`src/rtl/mac_share_pkg.sv`:
```
// mac_share_pkg: shared state encoding, sizes and round-robin pick for the MAC arbiter
package mac_share_pkg;
  typedef enum logic [1:0] {IDLE = 2'd0, RUN = 2'd1, DONE = 2'd2} state_t;
  localparam int NREQ = 2;
  localparam int OP_W = 8;
  // Under contention the requester that was not served last wins; otherwise the lone requester.
  function automatic logic pick(input logic [NREQ-1:0] req, input logic last_grant);
    return (&req) ? ~last_grant : req[1];
  endfunction
endpackage

```
`src/rtl/mac_accum_unit.sv`:
```
// mac_accum_unit: 8x8 unsigned multiply feeding a wrapping accumulator with sticky carry
module mac_accum_unit
  import mac_share_pkg::*;
#(
  parameter int ACC_W = 16
) (
  input  logic             clk,
  input  logic             rst,
  input  logic             clear,
  input  logic             enable,
  input  logic [OP_W-1:0]  a,
  input  logic [OP_W-1:0]  b,
  output logic [ACC_W-1:0] acc,
  output logic             ovf
);
  logic [2*OP_W-1:0] prod;
  logic [ACC_W:0] sum;
  assign prod = a * b;
  assign sum = {1'b0, acc} + {{(ACC_W + 1 - 2 * OP_W){1'b0}}, prod};
  // Clear wins over enable so a fresh job always starts from zero.
  always_ff @(posedge clk) begin
    if (rst || clear) begin
      acc <= '0;
      ovf <= 1'b0;
    end else if (enable) begin
      acc <= sum[ACC_W-1:0];
      ovf <= ovf | sum[ACC_W];
    end
  end
endmodule

```
`src/rtl/mac_share_arbiter.sv`:
```
// mac_share_arbiter: round-robin sharing of one MAC datapath between two dot-product requesters
module mac_share_arbiter
  import mac_share_pkg::*;
#(
  parameter int LEN_W = 8,
  parameter int ACC_W = 16
) (
  input  logic                  clk,
  input  logic                  rst,
  input  logic [NREQ-1:0]       req,
  input  logic [2*LEN_W-1:0]    len,
  input  logic [NREQ-1:0]       op_valid,
  input  logic [2*OP_W-1:0]     op_a,
  input  logic [2*OP_W-1:0]     op_b,
  output logic [NREQ-1:0]       op_ready,
  output logic [NREQ-1:0]       res_valid,
  output logic [ACC_W-1:0]      res_data,
  output logic                  res_ovf,
  input  logic [NREQ-1:0]       res_ready,
  output logic                  busy,
  output logic                  grant_id
);
  state_t state, state_n;
  logic g, last_grant, gn, hs;
  logic [LEN_W-1:0] len_q, count, len_sel;
  logic [OP_W-1:0] a_sel, b_sel;
  logic [NREQ-1:0] onehot;
  logic [ACC_W-1:0] acc;
  logic ovf;
  assign gn = pick(req, last_grant);
  assign len_sel = gn ? len[2*LEN_W-1:LEN_W] : len[LEN_W-1:0];
  assign a_sel = g ? op_a[2*OP_W-1:OP_W] : op_a[OP_W-1:0];
  assign b_sel = g ? op_b[2*OP_W-1:OP_W] : op_b[OP_W-1:0];
  assign onehot = g ? 2'b10 : 2'b01;
  assign hs = (state == RUN) && op_valid[g];
  assign grant_id = g;
  mac_accum_unit #(.ACC_W(ACC_W)) u_mac (
    .clk(clk),
    .rst(rst),
    .clear(state == IDLE),
    .enable(hs),
    .a(a_sel),
    .b(b_sel),
    .acc(acc),
    .ovf(ovf)
  );
  // State register.
  always_ff @(posedge clk) begin
    if (rst) state <= IDLE;
    else state <= state_n;
  end
  // Next state: dropping req aborts a job from RUN or DONE back to IDLE.
  always_comb begin
    state_n = state;
    if (state == IDLE) begin
      if (|req) state_n = (len_sel == '0) ? DONE : RUN;
    end else if (!req[g]) state_n = IDLE;
    else if (state == RUN) begin
      if (hs && (count + LEN_W'(1) == len_q)) state_n = DONE;
    end else if (res_ready[g]) state_n = IDLE;
  end
  // Grant, job length and pair count; last_grant updates whenever a job ends.
  always_ff @(posedge clk) begin
    if (rst) begin
      g <= 1'b1;
      last_grant <= 1'b1;
      len_q <= '0;
      count <= '0;
    end else begin
      if (state == IDLE && |req) begin
        g <= gn;
        len_q <= len_sel;
        count <= '0;
      end
      if (hs) count <= count + LEN_W'(1);
      if (state != IDLE && state_n == IDLE) last_grant <= g;
    end
  end
  // Outputs are decoded from the state; result lines read zero outside DONE.
  always_comb begin
    op_ready = (state == RUN) ? onehot : '0;
    res_valid = (state == DONE) ? onehot : '0;
    res_data = (state == DONE) ? acc : '0;
    res_ovf = (state == DONE) && ovf;
    busy = state != IDLE;
  end
endmodule
```
`config.mk`:
```
export PLATFORM = sky130hd
export DESIGN_NAME = mac_share_arbiter
export DESIGN_NICKNAME = d
export VERILOG_FILES = /design/src/rtl/mac_share_pkg.sv /design/src/rtl/mac_accum_unit.sv /design/src/rtl/mac_share_arbiter.sv
export SDC_FILE = /design/constraint.sdc
export NUM_CORES = 1
export LEC_CHECK = 0
export CORE_ASPECT_RATIO = 2
export CORE_MARGIN = 4
export CORE_UTILIZATION = 38
export DETAILED_ROUTE_END_ITERATION = 7
export SYNTH_ARGS = -nofsm -noshare
export SYNTH_HDL_FRONTEND = slang
export SYNTH_HIERARCHICAL = 1
export SYNTH_SLANG_ARGS = --single-unit
```
`constraint.sdc`:
```
create_clock -name clk -period 6.4 [get_ports clk]
set_clock_uncertainty 0.15 [all_clocks]
set_input_delay 0.96 -clock clk [delete_from_list [all_inputs] [get_ports clk]]
set_output_delay 0.96 -clock clk [all_outputs]
set_load 0.02 [all_outputs]
```
After elaboration in Yosys (flattened, before gate mapping)

Cells that the tools add are included.

Bits in registers: 37
Logic and storage cells: 52
Output and inout port bits: 23
Input bits: 56

Order comparisons: 1
Multipliers: 1
Muxes and demuxes: 23
Bitwise operators: 2
Add/subtract/negate cells: 2
Eq/ne operators: 3
Reductions and logical operators: 13

Operators by type and width:

| cell                | count |
|---|---|
| $mux 8              | 5 |
| $mux 2              | 10 |
| $add 16x16->17      | 1 |
| $mul 8x8->16        | 1 |
| $mux 16             | 1 |
| $add 8x1->8 const B | 1 |
| $eq 8x8->1          | 1 |
| $logic_not 8->1     | 1 |
| $mux 1              | 7 |
| $logic_and 1x1->1   | 5 |
| $logic_not 2->1     | 2 |
| $reduce_bool 2->1   | 2 |
| $eq 2x1->1 const B  | 1 |
| $eq 2x2->1 const B  | 1 |
| $lt 1x2->1 const B  | 1 |
| $reduce_and 2->1    | 1 |
| $reduce_or 2->1     | 1 |
| $logic_or 1x1->1    | 1 |
| $not 1->1           | 1 |
| $or 1x1->1          | 1 |

Logic depth before layout (Yosys ltp)

Depth after elaboration: 10
Mapped depth: 20
Mapped depth without buffers: 18

Hierarchy

The synthesis kept the hierarchy.

By module, submodules not included:

| module            | sequential area each (um^2) | cells an instance | area an instance (um^2) | times used |
|---|---|---|---|---|
| mac_accum_unit    | 340.3                       | 355               | 3069.2                  | 1 |
| mac_share_arbiter | 400.4                       | 194               | 1581.5                  | 1 |

Least setup slack after synthesis

Ideal clock, no wire load.

Path kind: reg2reg
From: register g (netlist: grant_id)
To: register u_mac.acc[14]
Stages on the path, launching flop included: 18
Setup slack: 1.010 ns
Buffers on the path: 2
Period minus slack after synthesis: 5.390 ns
Required time: 6.111 ns
Arrival: 5.101 ns
Setup time: 0.139 ns
Cells stage by stage: dfxtp_1 -> buf_2 -> buf_1 -> mux2_2 -> and2_1 -> fa_1 -> fa_1 -> fa_1 -> inv_1 -> fa_1 -> inv_1 -> ha_1 -> a21o_1 -> a31o_1 -> or3_1 -> o22ai_2 -> xor2_1 -> a21oi_1

Word-level cells in the longest chain between the ends: 3
Elaborated cells between the ends (all ways): 7
Those cells by class: add/sub (1); mul (1); mux (4); reduce/logical (1)

RTL lines:

| element                | line                    | RTL |
|---|---|---|
| start, declared        | mac_share_arbiter.sv:24 | `logic g, last_grant, gn, hs;` |
| start signal, assigned | mac_share_arbiter.sv:71 | `g <= gn;` |
| $mux 8                 | mac_share_arbiter.sv:32 | `assign a_sel = g ? op_a[2*OP_W-1:OP_W] : op_a[OP_W-1:0];` |
| via a_sel[2]           | mac_share_arbiter.sv:26 | `logic [OP_W-1:0] a_sel, b_sel;` |
| $mul 8x8->16           | mac_accum_unit.sv:18    | `assign prod = a * b;` |
| $add 16x16->17         | mac_accum_unit.sv:19    | `assign sum = {1'b0, acc} + {{(ACC_W + 1 - 2 * OP_W){1'b0}}, prod};` |
| end signal, assigned   | mac_accum_unit.sv:26    | `acc <= sum[ACC_W-1:0];` |
| end, declared          | mac_accum_unit.sv:13    | `output logic [ACC_W-1:0] acc,` |

The timed path passes the listed nets, and every way through them passes these cells. The select of a mux whose other input is x is not followed.
A chain may end at the register's enable or synchronous reset.

Final worst setup path

From: input port op_a[10]
To: register u_mac.acc[14]

Word-level cells in the longest chain between the ends: 3

RTL lines:

| element         | line                    | RTL |
|---|---|---|
| start, declared | mac_share_arbiter.sv:13 | `input logic [2*OP_W-1:0] op_a,` |
| $mux 8          | mac_share_arbiter.sv:32 |  |
| via a_sel[2]    | mac_share_arbiter.sv:26 |  |
| $mul 8x8->16    | mac_accum_unit.sv:18    |  |
| $add 16x16->17  | mac_accum_unit.sv:19    |  |

The timed path passes the listed nets, and every way through them passes these cells.

==> run_results.csv <==
group,metric,value,unit
worst_setup_path,crit_cells,16,
clock_tree,post_cts.repair.setup_buffers,0,
synth,synth.avg_cell_area,8.47,µm²
worst_setup_path,cp-end-kind,"flop",
clock_tree,path_clk_slew,70,ps
floorplan,pin_count,79,
sta,max_slew.worst_pin.slew,1100,ps
floorplan,fp.dieArea,0.0142,mm²
synth,async_flop_share,0,%
grt,antenna_found_initial,0,
placement,gp_congestion,0.901,
clock_tree,cts_tree,"built",
sta,finalCriticalPeriod,5650,ps
floorplan,initial_core_util,39.3,%
worst_setup_path,crit_top_cell,"fa_1",
grt,grt_pass1_wl,19600,µm
worst_setup_path,worstSetupStartpointType,"primary input",
min_path,worstHoldPathCells,2,
worst_setup_path,ff2ff_path_depth,15,
finish,fillCellCount,1186,
clock_tree,clk_latency,280,ps
grt,grt_max_degree,25,
pwr,p_sw_share,46.9,%
synth,synthCells,549,
sta,rsz0062_at_grt,"no",
grt,grt_usage,17.4,%
drt,dr.pass1.iters,4,
flow_run,drv_cap,0,
pwr,power.share.sequential,14.3,%
clock_tree,clock_path_buffers,2,
sta,slew_headroom,26.8,%
synth,netlist_area,0.00465,mm²
clock_tree,cts_root_buffer,"clkbuf_16",
synth,ys_types,54,
worst_setup_path,cp_cell_sequence,"clkdlybuf4s50_1 -> mux2_2 -> and2_1 -> fa_1 -> fa_1 -> fa_1 -> inv_1 -> fa_1 -> inv_1 -> ha_1 -> a21o_1 -> a31o_1 -> or3_1 -> o22ai_2 -> xor2_1 -> a21oi_1",
clock_tree,hold_buffers,0,
worst_setup_path,slowest_stage,"fa_1",
worst_setup_path,critical_path_class,"in2reg",
worst_setup_path,r2r_slack,850,ps
worst_setup_path,path_buf_inv,3,
pwr,powerDensity,331,mW/mm²
worst_setup_path,path_delay_family,"adder cells",
finish,antenna_cells,0,
drt,drt_wl_total,12000,µm
worst_setup_path,cpPeakStageDelay,550,ps
finish,drive_gt1_share,5.83,%
sta,setup_viol,0,
pwr,p_sw,0.000880,W
finish,final_cell_mix,"92 x inv_1, 78 x clkdlybuf4s50_1, 54 x nand2_1, 51 x fa_1, 47 x and2_1",
sta,final_max_slew_viol_count,0,
min_path,holdCritStartpoint,"u_mac/ovf",
pwr,p_int,0.000995,W
drt,wire_per_inst,15.7,µm
pwr,ir_drop,0.000311,V
finish,nets,760,
clock_tree,cts_num_sinks,37,
placement,hpwl,10100,µm
sta,holdWs,299,ps
drt,drc,0,
worst_setup_path,worst_ep_required_time,6390,ps
worst_setup_path,r2r-end,"u_mac/acc[14]",
sta,fin_crit_sh,88.2,%
worst_setup_path,cp_max_fo,8,
grt,grt_overflow,0,
drt,ant_nets,0,
drt,vias,3916,
drt,vias_per_cell,5.14,
outcome,status,"complete, no violations",
synth,ys.flop_type,"dfxtp_1",
pwr,clockPowerShare,13.2,%
worst_setup_path,arrival,5630,ps
placement,pre_cts_slack,468,ps
placement,port_buffers,78,
worst_setup_path,timing.rr.start,"grant_id",
clock_tree,cts_resized,0,
floorplan,dieWidth,86.2,µm
synth,synth_seq_cells,37,
finish,post-route-util,47.8,%
floorplan,fp.dieH,164,µm
sta,max_clock_freq,177,MHz
sta,finalHoldViolCount,0,
floorplan,core_area,0.0118,mm²
min_path,worstHoldEndpoint,"u_mac/ovf",
synth,ys_seq_area_share,15.9,%
clock_tree,cts_buffers,5,
pwr,combPwrFrac,72.5,%
sta,fin_setup_tns,0,ps
finish,synthToLayoutAreaGrowth,21.7,%
min_path,min_path_type,"reg2reg",
finish,layout_commonest_cell,"inv_1",
pwr,leakage,2.59,nW
floorplan,num_rows,56,
drt,drt-initial-drc-count,133,
clock_tree,htreeDepth,2,
grt,grt_pass1_vias,4107,
synth,yosysWarnings,6,
synth,syn_nets,693,
sta,final.setup.worst_slack,753,ps
synth,synth_edf_count,0,
==> synthesized netlist by cell type, types with 3 or more instances <==
| cell type | count | area, µm² |
|---|---|---|
| a211oi_1 | 12 | 90.1 |
| a21o_1 | 9 | 67.6 |
| a21oi_1 | 16 | 80.1 |
| a31oi_1 | 5 | 31.3 |
| and2_1 | 47 | 294 |
| and3_1 | 5 | 31.3 |
| buf_2 | 3 | 15.0 |
| buf_6 | 3 | 33.8 |
| clkbuf_1 | 9 | 33.8 |
| dfxtp_1 | 37 | 741 |
| fa_1 | 51 | 1020 |
| ha_1 | 37 | 463 |
| inv_1 | 92 | 345 |
| mux2_2 | 19 | 214 |
| mux2i_1 | 19 | 190 |
| nand2_1 | 54 | 203 |
| nand2b_1 | 3 | 18.8 |
| nand3_1 | 8 | 40.0 |
| nor2_1 | 38 | 143 |
| nor3_1 | 5 | 25.0 |
| nor4_1 | 4 | 25.0 |
| o21a_1 | 3 | 22.5 |
| o21ai_0 | 13 | 65.1 |
| or3_1 | 3 | 18.8 |
| xnor2_1 | 9 | 78.8 |
| xor2_1 | 7 | 61.3 |
==> sequential cells by signal, summed over array words and instances (netlist names) <==
signal and flops:
len_q 8, u_mac/ovf 1, last_grant 1, count 8, state 2, u_mac/acc 16, grant_id 1
==> how the worst max path moves through the flow <==
stage	from	end	slack, ps
2_1_floorplan	grant_id	u_mac/acc[14]	1010
3_3_place_gp	op_b[15]	u_mac/acc[14]	550
3_5_place_dp	op_b[15]	u_mac/acc[14]	470
4_1_cts	op_b[15]	u_mac/acc[14]	750
5_1_grt	op_a[12]	u_mac/acc[14]	590
6_report	op_a[10]	u_mac/acc[14]	750
==> layer usage <==
metal / GRT usage (%) / routed length [µm] / vias up
met5: 0 / 0 / -
met4: 4.47 / 227 / 0
met3: 1.25 / 151 / 16
met2: 35.6 / 7400 / 62
met1: 18.4 / 4190 / 1923
li1: - / - / 1915
==> cell families (layout without fill, tap and decap cells) <==
| kind of cell | after synthesis | in the layout | share of synthesized area (%) |
|---|---|---|---|
| XOR/XNOR | 16 | 16 | 3.01 |
| AND/OR/NAND/NOR | 180 | 180 | 19.3 |
| multiplexers | 38 | 38 | 8.69 |
| adder cells (fa/ha/maj) | 88 | 88 | 31.9 |
| buffers and inverters | 112 | 180 | 9.82 |
| flip-flops | 37 | 37 | 15.9 |
| AO/OA/AOI/OAI | 78 | 78 | 11.4 |
==> power groups by stage <==
stage / Combinational, W / Sequential [W] / Clock (W)
floorplan: 0.00107 / 0.000263 / 0
global placement: 0.00134 / 0.000273 / 0
detailed placement: 0.00137 / 0.000274 / 0
CTS: 0.00138 / 0.000269 / 0.000254
global route: 0.00155 / 0.000271 / 0.000265
finish: 0.00136 / 0.000268 / 0.000248
==> metrics by stage <==
stage / instances / instance area [µm²] / total power, W
after floorplan: 549 / 4650 / 0.00133
after global placement: 754 / 5510 / 0.00161
after detailed placement: 754 / 5510 / 0.00164
after CTS: 762 / 5660 / 0.00190
after global routing: 762 / 5660 / 0.00208
final: 762 / 5660 / 0.00187
==> layout make-up <==
type / instances / area (µm²) / area share, %
multi-input combinational: 400 / 3450 / 61.0
inverter: 93 / 349 / 6.17
clock buffer: 5 / 125 / 2.21
timing repair buffer: 79 / 788 / 13.9
tap: 145 / 181 / 3.21
clock inverter: 3 / 21.3 / 0.376
sequential: 37 / 741 / 13.1
==> worst reg2reg max path: cells and delay by family, from the launching register on <==
| kind | cells | cell delay (ps) |
|---|---|---|
| simple gates | 2 | 520 |
| buf+inv | 2 | 100 |
| flops | 1 | 830 |
| xor+xnor | 1 | 160 |
| compound gates | 4 | 660 |
| mux | 1 | 500 |
| fa+ha+maj | 5 | 2490 |
Note: power is estimated with default switching activity, not from simulation.
